File: src/rtl/vend_pkg.sv
// Shared types and constants for the vending change controller.
package vend_pkg;

  typedef enum logic [1:0] {
    IDLE     = 2'd0,
    CREDIT   = 2'd1,
    DISPENSE = 2'd2,
    CHANGE   = 2'd3
  } vend_state_t;

  localparam int unsigned VEND_DEFAULT_N_PROD   = 4;
  localparam int unsigned VEND_DEFAULT_CREDIT_W = 8;

  // Entry i sits at bits [i*8 +: 8]: idx0=1, idx1=2, idx2=3, idx3=5.
  localparam logic [VEND_DEFAULT_N_PROD*VEND_DEFAULT_CREDIT_W-1:0] VEND_DEFAULT_PRICES =
    {8'd5, 8'd3, 8'd2, 8'd1};

endpackage

File: src/rtl/vend_price_lut.sv
// Combinational product-index to price lookup with out-of-range flag.
module vend_price_lut #(
  parameter int unsigned N_PROD   = 4,
  parameter int unsigned CREDIT_W = 8,
  parameter logic [N_PROD*CREDIT_W-1:0] PRICES = '0,
  localparam int unsigned SEL_W   = $clog2(N_PROD)
) (
  input  logic [SEL_W-1:0]    idx,
  output logic [CREDIT_W-1:0] price,
  output logic                out_of_range
);

  // Indices with no table entry fall through as out of range with a zero price.
  always_comb begin
    price        = '0;
    out_of_range = 1'b1;
    for (int i = 0; i < N_PROD; i++) begin
      if (idx == SEL_W'(i)) begin
        price        = PRICES[i*CREDIT_W +: CREDIT_W];
        out_of_range = 1'b0;
      end
    end
  end

endmodule

File: src/rtl/vend_change_fsm.sv
// Vending controller: credit accumulation, vend handshake and unit-per-cycle change payout.
module vend_change_fsm
  import vend_pkg::*;
#(
  parameter int unsigned N_PROD     = VEND_DEFAULT_N_PROD,
  parameter int unsigned CREDIT_W   = VEND_DEFAULT_CREDIT_W,
  parameter int unsigned MAX_CREDIT = 200,
  parameter logic [N_PROD*CREDIT_W-1:0] PRICES = VEND_DEFAULT_PRICES,
  localparam int unsigned SEL_W     = $clog2(N_PROD)
) (
  input  logic                clk,
  input  logic                reset_n,
  input  logic                coin_valid,
  input  logic [CREDIT_W-1:0] coin_value,
  input  logic                sel_valid,
  input  logic [SEL_W-1:0]    sel_idx,
  input  logic                cancel,
  input  logic                vend_ready,
  output logic [CREDIT_W-1:0] credit,
  output logic                vend_valid,
  output logic [SEL_W-1:0]    vend_idx,
  output logic [CREDIT_W-1:0] cambio,
  output logic                change_pulse,
  output logic                coin_reject,
  output logic                err_funds,
  output logic                err_sel,
  output logic                busy
);

  localparam int unsigned SUM_W = CREDIT_W + 1;

  vend_state_t         state, state_nxt;
  logic [CREDIT_W-1:0] credit_nxt, cambio_nxt;
  logic [SEL_W-1:0]    vend_idx_nxt;
  logic                vend_valid_nxt;
  logic                coin_reject_nxt, err_funds_nxt, err_sel_nxt;

  logic [CREDIT_W-1:0] sel_price;
  logic                sel_oor;
  logic [SUM_W-1:0]    coin_sum;

  vend_price_lut #(
    .N_PROD   (N_PROD),
    .CREDIT_W (CREDIT_W),
    .PRICES   (PRICES)
  ) u_price_lut (
    .idx          (sel_idx),
    .price        (sel_price),
    .out_of_range (sel_oor)
  );

  // Extra bit keeps the overflow test exact near the top of the credit range.
  assign coin_sum = {1'b0, credit} + {1'b0, coin_value};

  assign change_pulse = (state == CHANGE);
  assign busy         = (state == DISPENSE) || (state == CHANGE);

  always_ff @(posedge clk or negedge reset_n) begin
    if (!reset_n) begin
      state       <= IDLE;
      credit      <= '0;
      cambio      <= '0;
      vend_valid  <= 1'b0;
      vend_idx    <= '0;
      coin_reject <= 1'b0;
      err_funds   <= 1'b0;
      err_sel     <= 1'b0;
    end else begin
      state       <= state_nxt;
      credit      <= credit_nxt;
      cambio      <= cambio_nxt;
      vend_valid  <= vend_valid_nxt;
      vend_idx    <= vend_idx_nxt;
      coin_reject <= coin_reject_nxt;
      err_funds   <= err_funds_nxt;
      err_sel     <= err_sel_nxt;
    end
  end

  always_comb begin
    state_nxt       = state;
    credit_nxt      = credit;
    cambio_nxt      = cambio;
    vend_valid_nxt  = vend_valid;
    vend_idx_nxt    = vend_idx;
    coin_reject_nxt = 1'b0;
    err_funds_nxt   = 1'b0;
    err_sel_nxt     = 1'b0;

    unique case (state)
      IDLE, CREDIT: begin
        // cancel > selection > coin; a coin losing arbitration is handed back.
        if (cancel) begin
          coin_reject_nxt = coin_valid;
          if (credit != '0) begin
            cambio_nxt = credit;
            credit_nxt = '0;
            state_nxt  = CHANGE;
          end
        end else if (sel_valid) begin
          coin_reject_nxt = coin_valid;
          if (sel_oor) begin
            err_sel_nxt = 1'b1;
          end else if (credit < sel_price) begin
            err_funds_nxt = 1'b1;
          end else begin
            cambio_nxt     = credit - sel_price;
            credit_nxt     = '0;
            vend_idx_nxt   = sel_idx;
            vend_valid_nxt = 1'b1;
            state_nxt      = DISPENSE;
          end
        end else if (coin_valid) begin
          if (coin_sum <= SUM_W'(MAX_CREDIT)) begin
            credit_nxt = coin_sum[CREDIT_W-1:0];
            // A zero-value coin into empty credit leaves the machine idle.
            state_nxt  = (coin_sum == '0) ? IDLE : CREDIT;
          end else begin
            coin_reject_nxt = 1'b1;
          end
        end
      end

      DISPENSE: begin
        coin_reject_nxt = coin_valid;
        if (vend_ready) begin
          vend_valid_nxt = 1'b0;
          state_nxt      = (cambio != '0) ? CHANGE : IDLE;
        end
      end

      CHANGE: begin
        coin_reject_nxt = coin_valid;
        cambio_nxt      = cambio - CREDIT_W'(1);
        if (cambio == CREDIT_W'(1)) begin
          state_nxt = IDLE;
        end
      end

      default: begin
        state_nxt = IDLE;
      end
    endcase
  end

endmodule
File: config.mk
export PLATFORM = sky130hd
export DESIGN_NAME = vend_change_fsm
export DESIGN_NICKNAME = d
export VERILOG_FILES = /design/src/rtl/vend_pkg.sv /design/src/rtl/vend_price_lut.sv /design/src/rtl/vend_change_fsm.sv
export SDC_FILE = /design/constraint.sdc
export NUM_CORES = 1
export LEC_CHECK = 0
export BUFFER_PORTS_ARGS = -buffer_cell sky130_fd_sc_hd__buf_4
export CORE_MARGIN = 10
export CORE_UTILIZATION = 55
export CTS_CLUSTER_SIZE = 8
export DETAILED_ROUTE_END_ITERATION = 7
export HOLD_SLACK_MARGIN = 0.02
export PLACE_DENSITY = 0.79
export SYNTH_ARGS = -nofsm -noshare
export SYNTH_HDL_FRONTEND = slang
export SYNTH_SLANG_ARGS = --single-unit
File: constraint.sdc
create_clock -name clk -period 3.9 [get_ports clk]
set_input_delay 0.195 -clock clk [delete_from_list [all_inputs] [get_ports clk]]
set_output_delay 0.195 -clock clk [all_outputs]
set_load 0.02 [all_outputs]
==> impl_metrics.toml <==
[synthesis]
synth_top_area_cell = "dfrtp_1"
synth_fp_nets = 257
syn_area_per_cell_um2 = 8.80
yosys_warnings = 0
synth_cell_types = 57
ys_ff_latch = 24
synth-edff-count = 0
ys_seq_area_frac = 0.306
synthFlopType = "dfrtp_1"
syn_inst = 223
synth_async_sr_flop_share = 1.00
netlist_area_um2 = 1960
synth_top_cell_area_share = 0.306
synth.top_cells.by_area = "dfrtp_1, ha_1, nor2_1, nand2_1, a21oi_1"

[clock_network]
ctsResizeCount = 0
h-tree-depth = 1
clk_latency_ns = 0.31
path_clk_slew_ns = 0.13
cts-hold-fix-buffers = 1
postCtsSetupRepairBufs = 0
cts_sinks = 24
cts-root-buf = "clkbuf_4"
cts_tree = "built"
cts_made_buffers = 3
cts_buffer_depth = 2

[setup_path]
crit_end = "state[0]"
crit_fanout = 8
critPathCaptureType = "register"
cp_cell_sequence = "ha_1, inv_1, fa_1, nor2b_4, o21ai_1, a32o_1, o32a_4, o311ai_4, nand2_2, mux2_4"
timing.rr.start = "credit[0]"
crit_cells = 10
critPathLaunch = "credit[0]"
cp-start-kind = "register"
worst_r2r_endpoint = "state[0]"
cp_top_family = "compound AO/OA/AOI/OAI gates"
reg2reg_slack_ns = 0.82
cp.required_ns = 4.12
critical_path_class = "register to register"
ff2ff_path_depth = 10
cp.buffers_inverters = 1
crit_path_top_delay_cell = "dfrtp_1"
arrival_ns = 3.30
critical_path.max_stage_delay_ns = 0.49

[sta]
period_needed_ns = 3.08
tightest_slew_ns = 0.894
clock_skew_ns = 0.00366
relSlewSlack = 0.401
worst_slack_ns = 0.818
hold_violations = 0
max_freq_mhz = 324
fin_setup_tns_ns = 0
drv_slew = 0
min_period_over_period = 0.790
rsz0062_at_grt = "false"
finalSetupViolations = 0

[place]
pre_cts_slack_ns = 0.853
gp_congestion = 0.823
dp_hpwl_um = 4060
numPortBuffers = 39

[floorplanning]
die-area_um2 = 6360
fp.dieW_um = 79.7
die_y_um = 79.7
io_pins = 40
placementRows = 21
initial_core_util = 0.579
coreArea_um2 = 3390

[global_routing]
grt-ovfl-total = 0
grt_util_all_layers = 0.158
antenna_found_initial = 0
grt_pass1_wl_um = 8390
grt_max_degree = 25
grt_pass1_vias = 1793

[routing]
highest_layer = "met4"
dr_wl_met3_um = 421
routed_wl_um = 5000
routed-wl-met2_um = 2430
routed_via_density = 6.04
wl_met1_um = 2070
drcViolationCount = 0
via_count = 1861
drtPass1Iterations = 4
drtIter0Drc = 193
ant_nets = 0
wl_per_cell_um = 16.2

[min_path]
hold_class = "primary input to register"

[run]
drv_cap = 0

[final_layout]
n_fill_cell = 277
final_util = 0.688
drive_above_1_share = 0.210
nets = 298
antenna_cells = 0
area_growth_pct = 18.7

[outcome]
outcome = "finished, final reports clean"

[power_and_ir_drop]
powerDensity_nw_per_um2 = 865
total_leakage_power_nw = 1.12
irDropWorstVdd_v = 0.000425
==> layer usage <==
metal,vias up,track usage
met5,-,0
met1,867,0.196
li1,909,-
met2,81,0.267
met3,4,0.0338
met4,0,0.0493
==> cell families (layout without fill, tap and decap cells) <==
family / after synthesis / after routing / synth area share
simple gates: 83 / 83 / 0.219
compound gates: 62 / 62 / 0.243
flops: 24 / 24 / 0.306
buf+inv: 23 / 62 / 0.0440
fa+ha+maj: 18 / 18 / 0.122
xor+xnor: 8 / 8 / 0.0357
mux: 5 / 5 / 0.0300
==> registers in the layout, indices dropped and copies added, names as in the netlist <==
signal	flops
cambio	8
credit	8
state	2
vend_idx	2
coin_reject	1
err_funds	1
err_sel	1
vend_valid	1
==> where the power goes <==
group / internal, mW / switching [mW] / leakage [nW]
Sequential: 0.357 / 0.167 / 0.294
Combinational: 0.594 / 0.790 / 0.816
Clock: 0.0362 / 0.0727 / 0.0138
==> synthesized netlist by cell type, types with 2 or more instances <==
cell type  instances
dfrtp_1           24
nor2_1            21
nand2_1           20
inv_1             18
ha_1              16
a21oi_1           14
nor3_1             7
nor4_1             7
o21ai_0            7
a22o_1             6
nor2b_1            5
xor2_1             5
clkbuf_1           4
a211oi_1           3
a21o_1             3
and3_1             3
mux2_2             3
nand2b_1           3
o21a_1             3
o31ai_1            3
xnor2_1            3
a211o_1            2
a311oi_1           2
a31oi_1            2
fa_1               2
nand3_1            2
nand4_1            2
o22ai_1            2
or2_2              2
or4_1              2
==> area by class of cell <==
cell class / count / area (um^2) / area share
Sequential cell: 24 / 601 / 0.258
Tap cell: 46 / 57.6 / 0.0247
Timing Repair Buffer: 40 / 303 / 0.130
Inverter: 19 / 71.3 / 0.0306
Multi-Input combinational cell: 176 / 1280 / 0.548
Clock buffer: 3 / 22.5 / 0.00966
==> stage by stage <==
step / instances / cell area, um^2 / hold WS (ns) / power (mW)
3_3_place_gp: 304 / 2300 / 0.107 / 1.88
5_1_grt: 308 / 2330 / 0.0940 / 2.20
3_5_place_dp: 304 / 2300 / 0.108 / 1.90
2_1_floorplan: 223 / 1960 / -0.101 / 1.49
6_report: 308 / 2330 / 0.0898 / 2.02
4_1_cts: 308 / 2330 / 0.0929 / 2.01
==> how the worst min path moves through the flow <==
stage / start / endpoint / cells after the start
6_report: coin_valid / coin_reject / 2
5_1_grt: coin_valid / coin_reject / 2
4_1_cts: coin_valid / coin_reject / 2
3_5_place_dp: reset_n / cambio[7] / 1
3_3_place_gp: reset_n / cambio[3] / 1
2_1_floorplan: reset_n / cambio[0] / 0
==> placed cells by master (no fill, tap or decap), types with 3 or more instances in the layout <==
cell / count
nor2_1: 21
dfrtp_1: 24
and3_1: 3
clkbuf_4: 3
mux2_2: 3
nand2_1: 20
buf_4: 39
ha_1: 16
nor3_1: 7
o31ai_1: 3
a21oi_1: 14
nand2b_1: 3
a21o_1: 3
nor4_1: 7
nor2b_1: 5
o21ai_0: 7
a22o_1: 6
xor2_1: 5
o21a_1: 3
inv_1: 18
xnor2_1: 3
a211oi_1: 3
(Power assumes the default switching activity.)
